### config.mk
export PLATFORM = sky130hd
export DESIGN_NAME = alu_result_uart_tx
export DESIGN_NICKNAME = d
export VERILOG_FILES = /design/src/rtl/alu_result_uart_tx.sv
export SDC_FILE = /design/constraint.sdc
export NUM_CORES = 1
export LEC_CHECK = 0
export ABC_AREA = 1
export ABC_CLOCK_PERIOD_IN_PS = 1280
export BUFFER_PORTS_ARGS = -buffer_cell sky130_fd_sc_hd__buf_2
export CORE_MARGIN = 4
export CORE_UTILIZATION = 45
export DETAILED_ROUTE_END_ITERATION = 8
export PLACE_DENSITY = 0.74
export SETUP_SLACK_MARGIN = 0.3
export SYNTH_ARGS = -nofsm -noshare
export SYNTH_HDL_FRONTEND = slang
export SYNTH_SLANG_ARGS = --single-unit
### constraint.sdc
create_clock -name clk -period 1.28 [get_ports clk]
set_input_delay 0.128 -clock clk [delete_from_list [all_inputs] [get_ports clk]]
set_output_delay 0.128 -clock clk [all_outputs]
set_load 0.01 [all_outputs]
### src/rtl/alu_result_uart_tx.sv
// UART transmitter for ALU result bytes: valid/ready capture, 8N1 serialisation, LSB first.
// Define UART_PARITY_EN to insert an even-parity bit between the data bits and the stop bit (8E1).
module alu_result_uart_tx #(
    parameter int CLK_FREQ = 50_000_000,
    parameter int BAUD     = 9600
) (
    input  logic       clk,
    input  logic       reset_n,
    input  logic       result_valid,
    input  logic [7:0] result,
    output logic       ready,
    output logic       tx,
    output logic       busy,
    output logic       overrun
);

    localparam int CLKS_PER_BIT = CLK_FREQ / BAUD;
    localparam int CNT_W        = (CLKS_PER_BIT > 1) ? $clog2(CLKS_PER_BIT) : 1;
    localparam logic [CNT_W-1:0] CNT_LAST = CNT_W'(CLKS_PER_BIT - 1);

    if (CLKS_PER_BIT < 2) begin : g_bad_baud
        $error("alu_result_uart_tx: CLK_FREQ/BAUD must be at least 2");
    end

    // Handshake: a byte is taken on any posedge where result_valid && ready;
    // ready depends only on the state register, never on result_valid.
    typedef enum logic [2:0] {
        S_IDLE   = 3'd0,
        S_START  = 3'd1,
        S_DATA   = 3'd2,
        S_PARITY = 3'd3,
        S_STOP   = 3'd4
    } state_t;

    state_t           state, state_next;
    logic [CNT_W-1:0] baud_cnt, cnt_next;
    logic [2:0]       bit_idx, idx_next;
    logic [7:0]       shift_reg, shift_next;
    logic             parity_bit, parity_next;
    logic             tx_next, busy_next, overrun_next;
    logic             bit_done;

    assign ready    = (state == S_IDLE);
    assign bit_done = (baud_cnt == CNT_LAST);

    always_ff @(posedge clk) begin
        if (!reset_n) begin
            state      <= S_IDLE;
            baud_cnt   <= '0;
            bit_idx    <= 3'd0;
            shift_reg  <= 8'd0;
            parity_bit <= 1'b0;
            tx         <= 1'b1;
            busy       <= 1'b0;
            overrun    <= 1'b0;
        end else begin
            state      <= state_next;
            baud_cnt   <= cnt_next;
            bit_idx    <= idx_next;
            shift_reg  <= shift_next;
            parity_bit <= parity_next;
            tx         <= tx_next;
            busy       <= busy_next;
            overrun    <= overrun_next;
        end
    end

    always_comb begin
        state_next  = state;
        cnt_next    = baud_cnt;
        idx_next    = bit_idx;
        shift_next  = shift_reg;
        parity_next = parity_bit;

        case (state)
            S_IDLE: begin
                cnt_next = '0;
                if (result_valid) begin
                    state_next  = S_START;
                    shift_next  = result;
                    parity_next = ^result;
                end
            end
            S_START: begin
                if (bit_done) begin
                    state_next = S_DATA;
                    cnt_next   = '0;
                end else begin
                    cnt_next = baud_cnt + 1'b1;
                end
            end
            S_DATA: begin
                if (bit_done) begin
                    cnt_next   = '0;
                    idx_next   = bit_idx + 3'd1;
                    shift_next = {1'b0, shift_reg[7:1]};
                    if (bit_idx == 3'd7) begin
`ifdef UART_PARITY_EN
                        state_next = S_PARITY;
`else
                        state_next = S_STOP;
`endif
                    end
                end else begin
                    cnt_next = baud_cnt + 1'b1;
                end
            end
            S_PARITY: begin
                if (bit_done) begin
                    state_next = S_STOP;
                    cnt_next   = '0;
                end else begin
                    cnt_next = baud_cnt + 1'b1;
                end
            end
            S_STOP: begin
                if (bit_done) begin
                    state_next = S_IDLE;
                    cnt_next   = '0;
                end else begin
                    cnt_next = baud_cnt + 1'b1;
                end
            end
            default: begin
                state_next = S_IDLE;
                cnt_next   = '0;
            end
        endcase

        // Line level is registered from the next state so tx and state change on the same edge.
        case (state_next)
            S_START:  tx_next = 1'b0;
            S_DATA:   tx_next = shift_next[0];
            S_PARITY: tx_next = parity_next;
            default:  tx_next = 1'b1;
        endcase

        busy_next    = (state_next != S_IDLE);
        overrun_next = result_valid && !ready;
    end

endmodule

Yosys cells after proc, flatten, opt, wreduce, memory -nomap -nowiden
Index checks and enable logic that the tools add are counted.
W data, S select, Z words.

storage, ports and cells
  bits of input ports = 11
  output and inout bits = 4
  bits in registers = 31

cells by class
  bitwise operators = 2
  multiplexer cells = 13
  reduce and logical (&&, ||, !) cells = 10
  add/sub/neg operators = 2
  eq/ne operators = 11

operators by type and width
  operator                 count
  $mux W3                  6
  $mux W8                  2
  $pmux W8 S2              1
  $pmux W3 S5              1
  $add A13 B1 Y13 const B  1
  $eq A13 B13 Y1 const B   1
  $eq A3 B2 Y1 const B     4
  $reduce_xor A8 Y1        1
  $eq A3 B1 Y1 const B     2
  $eq A3 B3 Y1 const B     2
  $ne A2 B2 Y1 const B     2
  $reduce_or A4 Y1         1
  $add A3 B1 Y3 const B    1
  $logic_not A3 Y1         1
  $pmux W1 S3              1
  $reduce_and A3 Y1        1
  $reduce_bool A3 Y1       1
  $reduce_or A3 Y1         1
  $mux W1                  2
  $not A1 Y1               2
  $reduce_and A2 Y1        1
  $reduce_bool A2 Y1       1
  $logic_and A1 B1 Y1      1
  $logic_not A1 Y1         1

Logic depth before layout (Yosys ltp)
Gate-level depths: netlist of run 1.

  depth after elaboration = 6
  depth in mapped cells = 11
  mapped depth without buffers = 11

Least setup slack after synthesis of run 1
No wires, ideal clock.

  path type = reg-to-reg
  from = register baud_cnt[0]
  to = register bit_idx[1]
  arrival time = 1305 ps
  setup slack = -140 ps
  buffers on the path = 1
  clock period less this slack = 1420 ps
  setup time = 116 ps
  stages on the path, launching flop included = 10
  path through = dfxtp_1 ha_1 nand2_2 nor2_4 nand3_4 nor2_8 buf_6 inv_1 nor2_1 nor2_1

between the ends
  word-level cells in the longest chain between the ends = 2

ends and longest elaborated chain
  what                         line  text
  start: declaration           36    logic [CNT_W-1:0] baud_cnt, cnt_next;
  start signal: assignment     58    baud_cnt <= cnt_next;
  $eq A13 B13 Y1               44    assign bit_done = (baud_cnt == CNT_LAST);
  $reduce_and A2 Y1 (no line)  -
  end signal: assignment       59    bit_idx <= idx_next;
  end: declaration             37    logic [2:0] bit_idx, idx_next;

Every way passes these cells.
A chain may end at the register's enable or synchronous reset.

Worst setup path in the final report of run 1
  from = register baud_cnt[1]
  to = register shift_reg[5]

between the ends
  word-level cells in the longest chain between the ends = 3

ends and longest elaborated chain
  what                         line  text
  $eq A13 B13 Y1               44
  $ne A2 B2 Y1 (no line)       -
  $reduce_and A3 Y1 (no line)  -
  end signal: assignment       60    shift_reg <= shift_next;
  end: declaration             38    logic [7:0] shift_reg, shift_next;

Every way passes these cells.

==> results.toml, run 1 <==
[run_status]
outcome = "complete, but fails checks"
violations = "negative setup slack"

[power]
p_per_area_nw_per_um2 = 785.3
peakVddDrop_v = 0.0007143
leakage_uw = 0.001271
finalPower_uw = 1995

[global_routing]
met3_usage_pct = 3.741
track_usage_pct = 18.05
busiest_layer = "met2"
grt_util_met1_pct = 22.21
grt_pass1_wl_mm = 7.238
antenna_found_initial = 0
gr-total-overflow = 0
grt_pass1_vias = 1730
use_met2_pct = 30.15
grt_max_degree = 11

[cts]
insertion_delay_ps = 280
cts_buffer_depth = 2
cts-root-buf = "clkbuf_8"
numCtsBuffers = 5
htree_levels = 2
cts_sinks = 31
cts_tree = "built"
ctsHoldBuffers = 0
path_clk_slew_ps = 60

[placement]
dpl.hpwl_mm = 3.160
globalplace.congestion = 0.8596
placed_cell_area_um2 = 2266
portBuffers = 14

[sta]
fin_crit_sh_pct = 111.0
layout_setup_ws_ps = -140.8
tightest_slew_ps = 273.4
period_minus_slack_ps = 1421
drv_slew = 0
relSlewSlack_pct = 81.58
fin_tns_setup_ps = -1904
finalHoldViolCount = 0
skew_ps = 4.600
grt_setup_unrepaired = "yes"
max_freq_mhz = 703.8
finalSetupViolations = 27

[floorplanning]
die_height_um = 70.53
dieArea_um2 = 4974
fp.dieW_um = 70.53
start_util_pct = 47.34
row_count = 22
core_um2 = 3716
io_pins = 15

[route]
routedWlPerCell_um = 11.24
initialDrtViolationCount = 75
ant_nets = 0
via_per_inst = 4.811
drcViolationCount = 0
vias = 1881
dr.pass1.iters = 4
wl_mm = 4.393

[yosys]
synth_nets = 289
synth_top_flop_cell = "dfxtp_1"
synthTopCellsByArea = "dfxtp_1, nand2_1, nor2_1, inv_1, a21oi_1"
synth_edf_count = 0
syn_area_per_cell_um2 = 6.397
ys_seq_area_share_pct = 35.28
synth_adder_area_share_pct = 2.134
synthSimpleGateAreaFrac_pct = 45.02
synth_top_area_share_pct = 35.28
synth_compound_area_share_pct = 6.046
syn_inst = 275
synth_top_family_by_area = "simple AND/OR/NAND/NOR gates"
ys_warn_count = 0
synth_cell_types = 26
ys_async_sr_fraction_pct = 0
muxShareOfSynthArea_pct = 0
syn_area_um2 = 1759
synth-xor-area-share_pct = 1.494
synth_top_area_cell = "dfxtp_1"
ys_ff_latch = 31

[setup_path]
cp_slowest_cell = "dfxtp_2"
slowest_delay_ps = 350
crit_chain = "ha_4 -> nand2_4 -> nor2_4 -> nand3_4 -> nor2_8 -> nor2_4 -> a21oi_1 -> nor2_1"
arrival_ps = 1600
path_common_cell = "nor2_4"
reg2regPathDepth = 8
crit_required_ps = 1460
cp-start-kind = "flop"
crit_path_end_kind = "flop"
criticalPathCategory = "flop to flop"
worstReg2RegEnd = "shift_reg[5]"
crit_fanout = 7
ff2ff_setup_slack_ps = -140
path_delay_family = "simple AND/OR/NAND/NOR gates"
reg2reg_from = "baud_cnt[1]"
worstPathBufferInverterCount = 0

[finish]
largest_register_ffs = 13
drive_gt1_share_pct = 38.48
mostFrequentLayoutCells = "nand2_1, buf_4, nor2_1, inv_1, dfxtp_1"
syn2layout_area_growth_pct = 44.38
final_nets = 358
n_antenna_cell = 0
final_common_cell = "nand2_1"
stdcell_area_um2 = 2540
fill_cells = 321

[hold_path]
hp-start = "result_valid"
min_delay_path_depth = 3
worstHoldEndpoint = "overrun"
hold_class = "primary input to flop"

[flow_run]
max_cap_violations = 0
## worst max-delay path by stage
stage,endpoint,cells after the start,from,slack [ps]
after global routing,shift_reg[5],8,baud_cnt[1],-220
after global placement,shift_reg[6],8,baud_cnt[1],-110
after floorplan,bit_idx[1],9,baud_cnt[1],-50
final,shift_reg[5],8,baud_cnt[1],-140
after CTS,busy,9,baud_cnt[1],-100
after detailed placement,shift_reg[5],8,baud_cnt[1],-150
## logic make-up (layout without fill, tap and decap cells)
kind of cell,count (synthesis),after routing
AO/OA/AOI/OAI,21,21
XOR/XNOR,3,3
flip-flops,31,31
AND/OR/NAND/NOR,174,175
buffers and inverters,43,110
adder cells (fa/ha/maj),3,3
## synth_stat cells (2+ instances only)
cell type / instances
inv_1: 35
nand2_2: 5
nor3_1: 4
buf_6: 2
nand4_1: 4
a21oi_1: 13
nor2_4: 4
nor2_1: 39
dfxtp_1: 31
xor2_1: 3
nand3_1: 13
inv_2: 5
nor2_2: 2
ha_1: 3
nor3_2: 2
nand2_1: 95
o21ai_0: 6
## stage by stage
| stage | instances | setup WS [ps] | util (%) | hold slack [ps] |
|---|---|---|---|---|
| floorplan | 275 | -45.52 | - | 244.4 |
| global placement | 376 | -105.2 | 60.98 | 390.2 |
| detailed placement | 376 | -151.0 | 60.98 | 391.5 |
| CTS | 390 | -100.3 | 66.36 | 92.77 |
| global route | 391 | -215.9 | 68.35 | 127.3 |
| finish | 391 | -140.8 | 68.35 | 107.4 |
## tightest hold or removal path: stages
cell and delay, ps:
buf_2 130, nand2_1 60, nor2_1 40
## timing repair
| action | CTS | global route |
|---|---|---|
| setup endpoints to repair | 31 | 31 |
| pin swaps | 12 | 17 |
| buffers inserted | 7 | 0 |
| gates resized for setup | 22 | 20 |
| cloned | 1 | 1 |
## report_power, final
group,total (µW),internal (µW),switching (µW)
sequential,1010,994,20.7
combinational,280,119,162
clock,699,361,338
total,1990,1470,521
## cell type report
class / instances / area (µm²) / share of cell area [%]
clock buffer: 6 / 72.57 / 2.857
inverter: 41 / 163.9 / 6.453
multi-input combinational: 202 / 1129 / 44.43
sequential: 31 / 638.1 / 25.12
tap: 48 / 60.06 / 2.365
timing repair buffer: 62 / 471.7 / 18.57
timing repair inverter: 1 / 5.005 / 0.1970
## metal layers
metal	part of all wire, %	vias up
met5	0	-
met4	2.3	0
met3	3.6	12
met2	48	35
met1	46	846
li1	-	988
No activity file was read; power rests on OpenSTA's default activity.
==> inputs of run 2 (changes only) <==
--- a/config.mk
+++ b/config.mk
@@ -5,14 +5,14 @@
 export SDC_FILE = /design/constraint.sdc
 export NUM_CORES = 1
 export LEC_CHECK = 0
-export ABC_AREA = 1
 export ABC_CLOCK_PERIOD_IN_PS = 1280
 export BUFFER_PORTS_ARGS = -buffer_cell sky130_fd_sc_hd__buf_2
 export CORE_MARGIN = 4
 export CORE_UTILIZATION = 45
 export DETAILED_ROUTE_END_ITERATION = 8
-export PLACE_DENSITY = 0.74
+export PLACE_DENSITY = 0.75
 export SETUP_SLACK_MARGIN = 0.3
+export SKIP_LAST_GASP = 1
 export SYNTH_ARGS = -nofsm -noshare
 export SYNTH_HDL_FRONTEND = slang
 export SYNTH_SLANG_ARGS = --single-unit
==> run 2 against run 1 <==
Effect of this change: the run still ends with negative setup slack left; synthesized cell count fell by 41%; register-to-register slack got worse by 280 ps; largest cell class unchanged; count of clock-buffer cells in the layout fell by 1; highest routed layer unchanged; combinational power rose by 3%; critical endpoint is now tx; global-route usage rose by 0.21 points; sequential share of layout area rose by 3.1 points; sequential power barely moved; critical path depth fell by 2; setup slack got worse by 280 ps.
==> results.toml, run 2 <==
[run_status]
outcome = "complete, but fails checks"
violations = "negative setup slack"

[yosys]
ys_async_sr_fraction_pct = 0
ys_ff_latch = 31
syn_inst = 162
synth_cell_types = 42
synth-xor-area-share_pct = 10.43
synth_adder_area_share_pct = 2.483
synthMostInstantiatedCell = "dfxtp_1"
muxShareOfSynthArea_pct = 1.987
synth_top_flop_cell = "dfxtp_1"
ys_seq_area_share_pct = 41.06
ys_top_cells_by_count = "dfxtp_1, nor2_1, nand2_1"
syn_area_per_cell_um2 = 9.330
synth_nets = 176
syn_area_um2 = 1511
synth_top_area_share_pct = 41.06
synth_compound_area_share_pct = 12.33
synthTopCellsByArea = "dfxtp_1, xnor2_1, nor2_1, nand4bb_4, xor2_1"
synth_edf_count = 0
ys_warn_count = 0
synth_top_area_cell = "dfxtp_1"
synth_top_family_by_area = "simple AND/OR/NAND/NOR gates"
synthSimpleGateAreaFrac_pct = 28.81

[cts]
htree_levels = 2
cts_sinks = 31
cts-root-buf = "clkbuf_4"
numCtsBuffers = 5
cts_buffer_depth = 2
insertion_delay_ps = 340
cts_tree = "built"
path_clk_slew_ps = 100

[finish]
fin_util_pct = 71.24
n_antenna_cell = 0
final-seq-area_um2 = 628.1
final_cells = 269
largest_register_ffs = 13
final_nets = 238
fill_cells = 213
mostFrequentLayoutCells = "buf_4, dfxtp_1, nor2_1, buf_2, xnor2_1"
drive_gt1_share_pct = 48.00
multi_input_area_um2 = 994.7
final_common_cell = "buf_4"
syn2layout_area_growth_pct = 47.43

[sta]
grt_setup_unrepaired = "yes"
drv_slew = 0
holdWs_ps = 77.26
max_freq_mhz = 587.2
period_minus_slack_ps = 1703
finalHoldViolCount = 0
relSlewSlack_pct = 81.53
fin_tns_setup_ps = -8434
finalSetupViolations = 30
fin_crit_sh_pct = 133.0
skew_ps = 6.685
layout_setup_ws_ps = -423.0
tightest_slew_ps = 274.8

[floorplanning]
fp.dieW_um = 65.96
row_count = 20
die_height_um = 65.96
core_um2 = 3128
dieArea_um2 = 4350
io_pins = 15
start_util_pct = 48.32

[setup_path]
worstReg2RegEnd = "tx"
critical_path.endpoint = "tx"
crit_fanout = 5
crit_chain = "or3_4 -> clkinv_4 -> nand2_4 -> o221a_4 -> a21o_1 -> a311o_1"
cp_slowest_cell = "or3_4"
arrival_ps = 1940
criticalPathCategory = "flop to flop"
crit_path_end_kind = "flop"
reg2regPathDepth = 6
startpoint = "state[1]"
cp-start-kind = "flop"
ff2ff_setup_slack_ps = -420
reg2reg_from = "state[1]"
slowest_delay_ps = 420
crit_required_ps = 1520

[global_routing]
grt_pass1_vias = 1348
met3_usage_pct = 6.122
track_usage_pct = 18.26
gr-total-overflow = 0
grt_pass1_wl_mm = 5.920
antenna_found_initial = 0
grt_max_degree = 15
busiest_layer = "met2"
grt_util_met1_pct = 20.19
use_met2_pct = 31.91

[route]
ant_nets = 0
initialDrtViolationCount = 57
routedWlPerCell_um = 13.97
wl_mm = 3.759
drcViolationCount = 0
vias = 1386
via_per_inst = 5.152
dr.pass1.iters = 4

[hold_path]
hold_class = "primary input to flop"
hp-start = "reset_n"

[power]
finalPower_uw = 1862
peakVddDrop_v = 0.0007248
leakage_uw = 0.0008968
p_per_area_nw_per_um2 = 835.6

[placement]
globalplace.congestion = 0.8029
portBuffers = 14
dpl.hpwl_mm = 2.555
dp.cells = 253

[flow_run]
max_cap_violations = 0
## run 2: changes by cell type after synthesis, sizes merged, moves of 4 or more
cell / previous run / this run
nand3: 14 / 4
or3: 0 / 4
nand2: 100 / 14
xnor2: 0 / 12
nor2: 46 / 22
a21oi: 13 / 1
a21boi: 0 / 6
a22oi: 0 / 6
and2: 0 / 6
inv: 40 / 2
## run 2: stage by stage
stage	area, µm²	worst slack (ps)
finish	2228	-423.0
global route	2228	-485.9
CTS	2133	-399.1
detailed placement	1984	-379.8
global placement	1984	-359.6
floorplan	1599	-376.9
## run 2: how the worst min path moves through the flow
stage                          end  slack, ps  cells past startpoint
after floorplan            overrun        290                      1
final                     state[2]         80                      2
after global placement    state[2]        430                      2
after global routing      state[2]         70                      2
after detailed placement  state[2]        440                      2
after CTS                 state[2]         70                      2
## run 2: cells by family (layout without fill, tap and decap cells)
| family | Yosys count | count (layout) |
|---|---|---|
| multiplexers | 3 | 3 |
| AO/OA/AOI/OAI | 25 | 25 |
| buffers and inverters | 9 | 71 |
| AND/OR/NAND/NOR | 73 | 74 |
| flip-flops | 31 | 31 |
| adder cells (fa/ha/maj) | 3 | 3 |
| XOR/XNOR | 18 | 18 |
## run 2: critical path, delay by kind of cell, from the launching register on
kind                   cells  cell delay, ps
buffers and inverters      1              70
AND/OR/NAND/NOR            2             480
AO/OA/AOI/OAI              3             700
flip-flops                 1             350
## run 2: repair_timing
action | 4_1_cts | 5_1_grt
resized for setup | 16 | 18
setup buffers | 4 | 2
hold endpoints to repair | 0 | 0
pin swaps | 9 | 15
gates cloned | 1 | 1
endpoints found under the setup margin | 32 | 32
hold buffers | 0 | 0
## run 2: routing by layer
layer / wire (µm) / up-vias
li1: - / 685
met1: 1624 / 668
met2: 1921 / 24
met3: 131 / 9
met4: 81 / 0
met5: 0 / -
## run 2: layout make-up
cell class / instances / share of cell area [%]
flip-flops and latches: 31 / 28.19
multi-input cells: 123 / 44.64
repair buffers: 60 / 21.62
clock inverters: 3 / 0.6738
clock buffers: 5 / 1.684
well taps: 44 / 2.471
inverters: 3 / 0.7299
## run 2: power by group
group          total [µW]  leakage [µW]  internal [µW]  switching [µW]
logic                 289      0.000607            150             139
clock network         557     0.0000347            204             353
registers            1020      0.000255            996            19.3
total                1860      0.000897           1350             511
==> inputs of run 3 (changes only) <==
--- a/config.mk
+++ b/config.mk
@@ -6,11 +6,11 @@
 export NUM_CORES = 1
 export LEC_CHECK = 0
 export ABC_CLOCK_PERIOD_IN_PS = 1280
-export BUFFER_PORTS_ARGS = -buffer_cell sky130_fd_sc_hd__buf_2
+export BUFFER_PORTS_ARGS = -buffer_cell sky130_fd_sc_hd__buf_4
 export CORE_MARGIN = 4
-export CORE_UTILIZATION = 45
+export CORE_UTILIZATION = 52
 export DETAILED_ROUTE_END_ITERATION = 8
-export PLACE_DENSITY = 0.75
+export PLACE_DENSITY = 0.83
 export SETUP_SLACK_MARGIN = 0.3
 export SKIP_LAST_GASP = 1
 export SYNTH_ARGS = -nofsm -noshare
==> run 3 against run 2 <==
Effect of this change: core utilization is 11 points higher; sequential power hardly changed; total power grew 8.9%; setup slack lost 72 ps; the run still ends with negative setup slack left; cell count is 5.6% lower; hold slack better by 15 ps.
==> results.toml, run 3 (synthesis results as in run 2) <==
[sta]
skew_ps = 7.245
layout_setup_ws_ps = -495.1
period_minus_slack_ps = 1775
fin_tns_setup_ps = -9830
finalSetupViolations = 32
max_freq_mhz = 563.3
grt_setup_unrepaired = "yes"
finalHoldViolCount = 0
drv_slew = 0
fin_crit_sh_pct = 138.7
relSlewSlack_pct = 75.34
tightest_slew_ps = 368.7

[cts]
path_clk_slew_ps = 100
cts_tree = "built"
htree_levels = 2
ctsHoldBuffers = 0
cts_sinks = 31
cts_buffer_depth = 2
numCtsBuffers = 5
insertion_delay_ps = 350
cts-root-buf = "clkbuf_4"

[global_routing]
grt_max_degree = 20
grt_util_met1_pct = 26.36
busiest_layer = "met2"
antenna_found_initial = 0
track_usage_pct = 23.02
grt_pass1_vias = 1409
use_met2_pct = 39.91
met3_usage_pct = 5.785
grt_pass1_wl_mm = 6.334
gr-total-overflow = 0

[hold_path]
hp-start = "result[3]"
hold_class = "primary input to flop"
min_delay_path_depth = 3
worstHoldEndpoint = "shift_reg[3]"

[route]
dr.pass1.iters = 5
wl_mm = 4.686
via_per_inst = 5.898
vias = 1498
drcViolationCount = 0
ant_nets = 0
routedWlPerCell_um = 18.45
initialDrtViolationCount = 126

[setup_path]
criticalPathCategory = "flop to flop"
cp_slowest_cell = "dfxtp_2"
crit_required_ps = 1520
slowest_delay_ps = 370
reg2regPathDepth = 6
crit_chain = "ha_4 -> nand4bb_4 -> nor3_4 -> o2bb2ai_2 -> o21ai_1 -> a311o_1"
arrival_ps = 2010
reg2reg_from = "baud_cnt[1]"
worstReg2RegEnd = "tx"
ff2ff_setup_slack_ps = -500
crit_fanout = 4
crit_path_end_kind = "flop"
cp-start-kind = "flop"

[finish]
largest_register_ffs = 13
syn2layout_area_growth_pct = 50.17
final_cells = 254
fin_util_pct = 82.30
final_common_cell = "buf_4"
mostFrequentLayoutCells = "buf_4, dfxtp_1, buf_6"
n_antenna_cell = 0
drive_gt1_share_pct = 51.12
fill_cells = 154
final_nets = 236

[power]
combPwrFrac_pct = 16.4
switchingPower_uw = 537.2
finalPower_uw = 2028
clockPowerShare_pct = 33.5
seq_power_share_pct = 50.1
swShare_pct = 26.49
p_int_uw = 1491
peakVddDrop_v = 0.001122
leakage_uw = 0.0008962
p_per_area_nw_per_um2 = 893.6

[placement]
dpl.hpwl_mm = 2.503
globalplace.congestion = 0.8757
dpl_worst_slack_ps = -388.5
dp.cells = 233
portBuffers = 14

[run_status]
outcome = "complete, but fails checks"
violations = "negative setup slack"

[floorplanning]
dieArea_um2 = 3833
start_util_pct = 54.81
core_um2 = 2758
fp.dieW_um = 61.92
row_count = 19
die_height_um = 61.92
io_pins = 15

[flow_run]
max_cap_violations = 0
## run 3: changes by cell type in the layout (fill, tap and decap cells not counted), moves of 5 or more
cell	before	now
buf_4	36	46
nor2_2	6	11
nor2_1	15	10
buf_2	13	0
## run 3: critical path: cells and delay by family, from the launching register on
| kind | cells | cell delay (ps) |
|---|---|---|
| AOI/OAI and AO/OA | 3 | 690 |
| and+or+nand+nor | 2 | 460 |
| DFF | 1 | 370 |
| adders and majority gates | 1 | 150 |
## run 3: how the worst max path moves through the flow
stage	endpoint	cells after the start	startpoint	slack [ps]
after floorplan	tx	7	state[0]	-380
after global placement	shift_reg[4]	6	state[1]	-350
after detailed placement	bit_idx[2]	5	state[2]	-390
after CTS	bit_idx[2]	7	baud_cnt[1]	-390
after global routing	tx	7	bit_idx[0]	-540
final	tx	6	baud_cnt[1]	-500
## run 3: final cells by class
| class | instances | area [µm²] | area share, % |
|---|---|---|---|
| multi-input combinational | 123 | 1031 | 45.42 |
| inverter | 3 | 16.27 | 0.7166 |
| clock buffer | 8 | 68.82 | 3.032 |
| timing repair buffer | 58 | 480.5 | 21.17 |
| sequential | 31 | 634.4 | 27.95 |
| tap | 31 | 38.79 | 1.709 |
## run 3: metrics by stage
stage	cell area, µm²	hold WS [ps]
after global routing	2270	105.5
after CTS	2123	110.3
after global placement	1938	444.2
after detailed placement	1938	463.0
after floorplan	1599	287.2
final	2270	91.88
## run 3: timing repair
action,CTS,global route
buffers inserted,5,7
pin swaps,11,11
gates resized for setup,23,27
gates cloned,1,0
endpoints found under the setup margin,32,32
## run 3: power groups by stage
stage	clock (µW)	sequential [µW]	combinational, µW
after global routing	728	1020	355
after detailed placement	0	1040	252
after floorplan	0	1030	157
after global placement	0	1030	241
after CTS	669	1010	285
final	680	1020	333
## run 3: per-layer routing
layer	wire (µm)	vias to the layer above
li1	-	682
met3	301	28
met5	0	-
met1	1849	718
met4	216	0
met2	2318	70
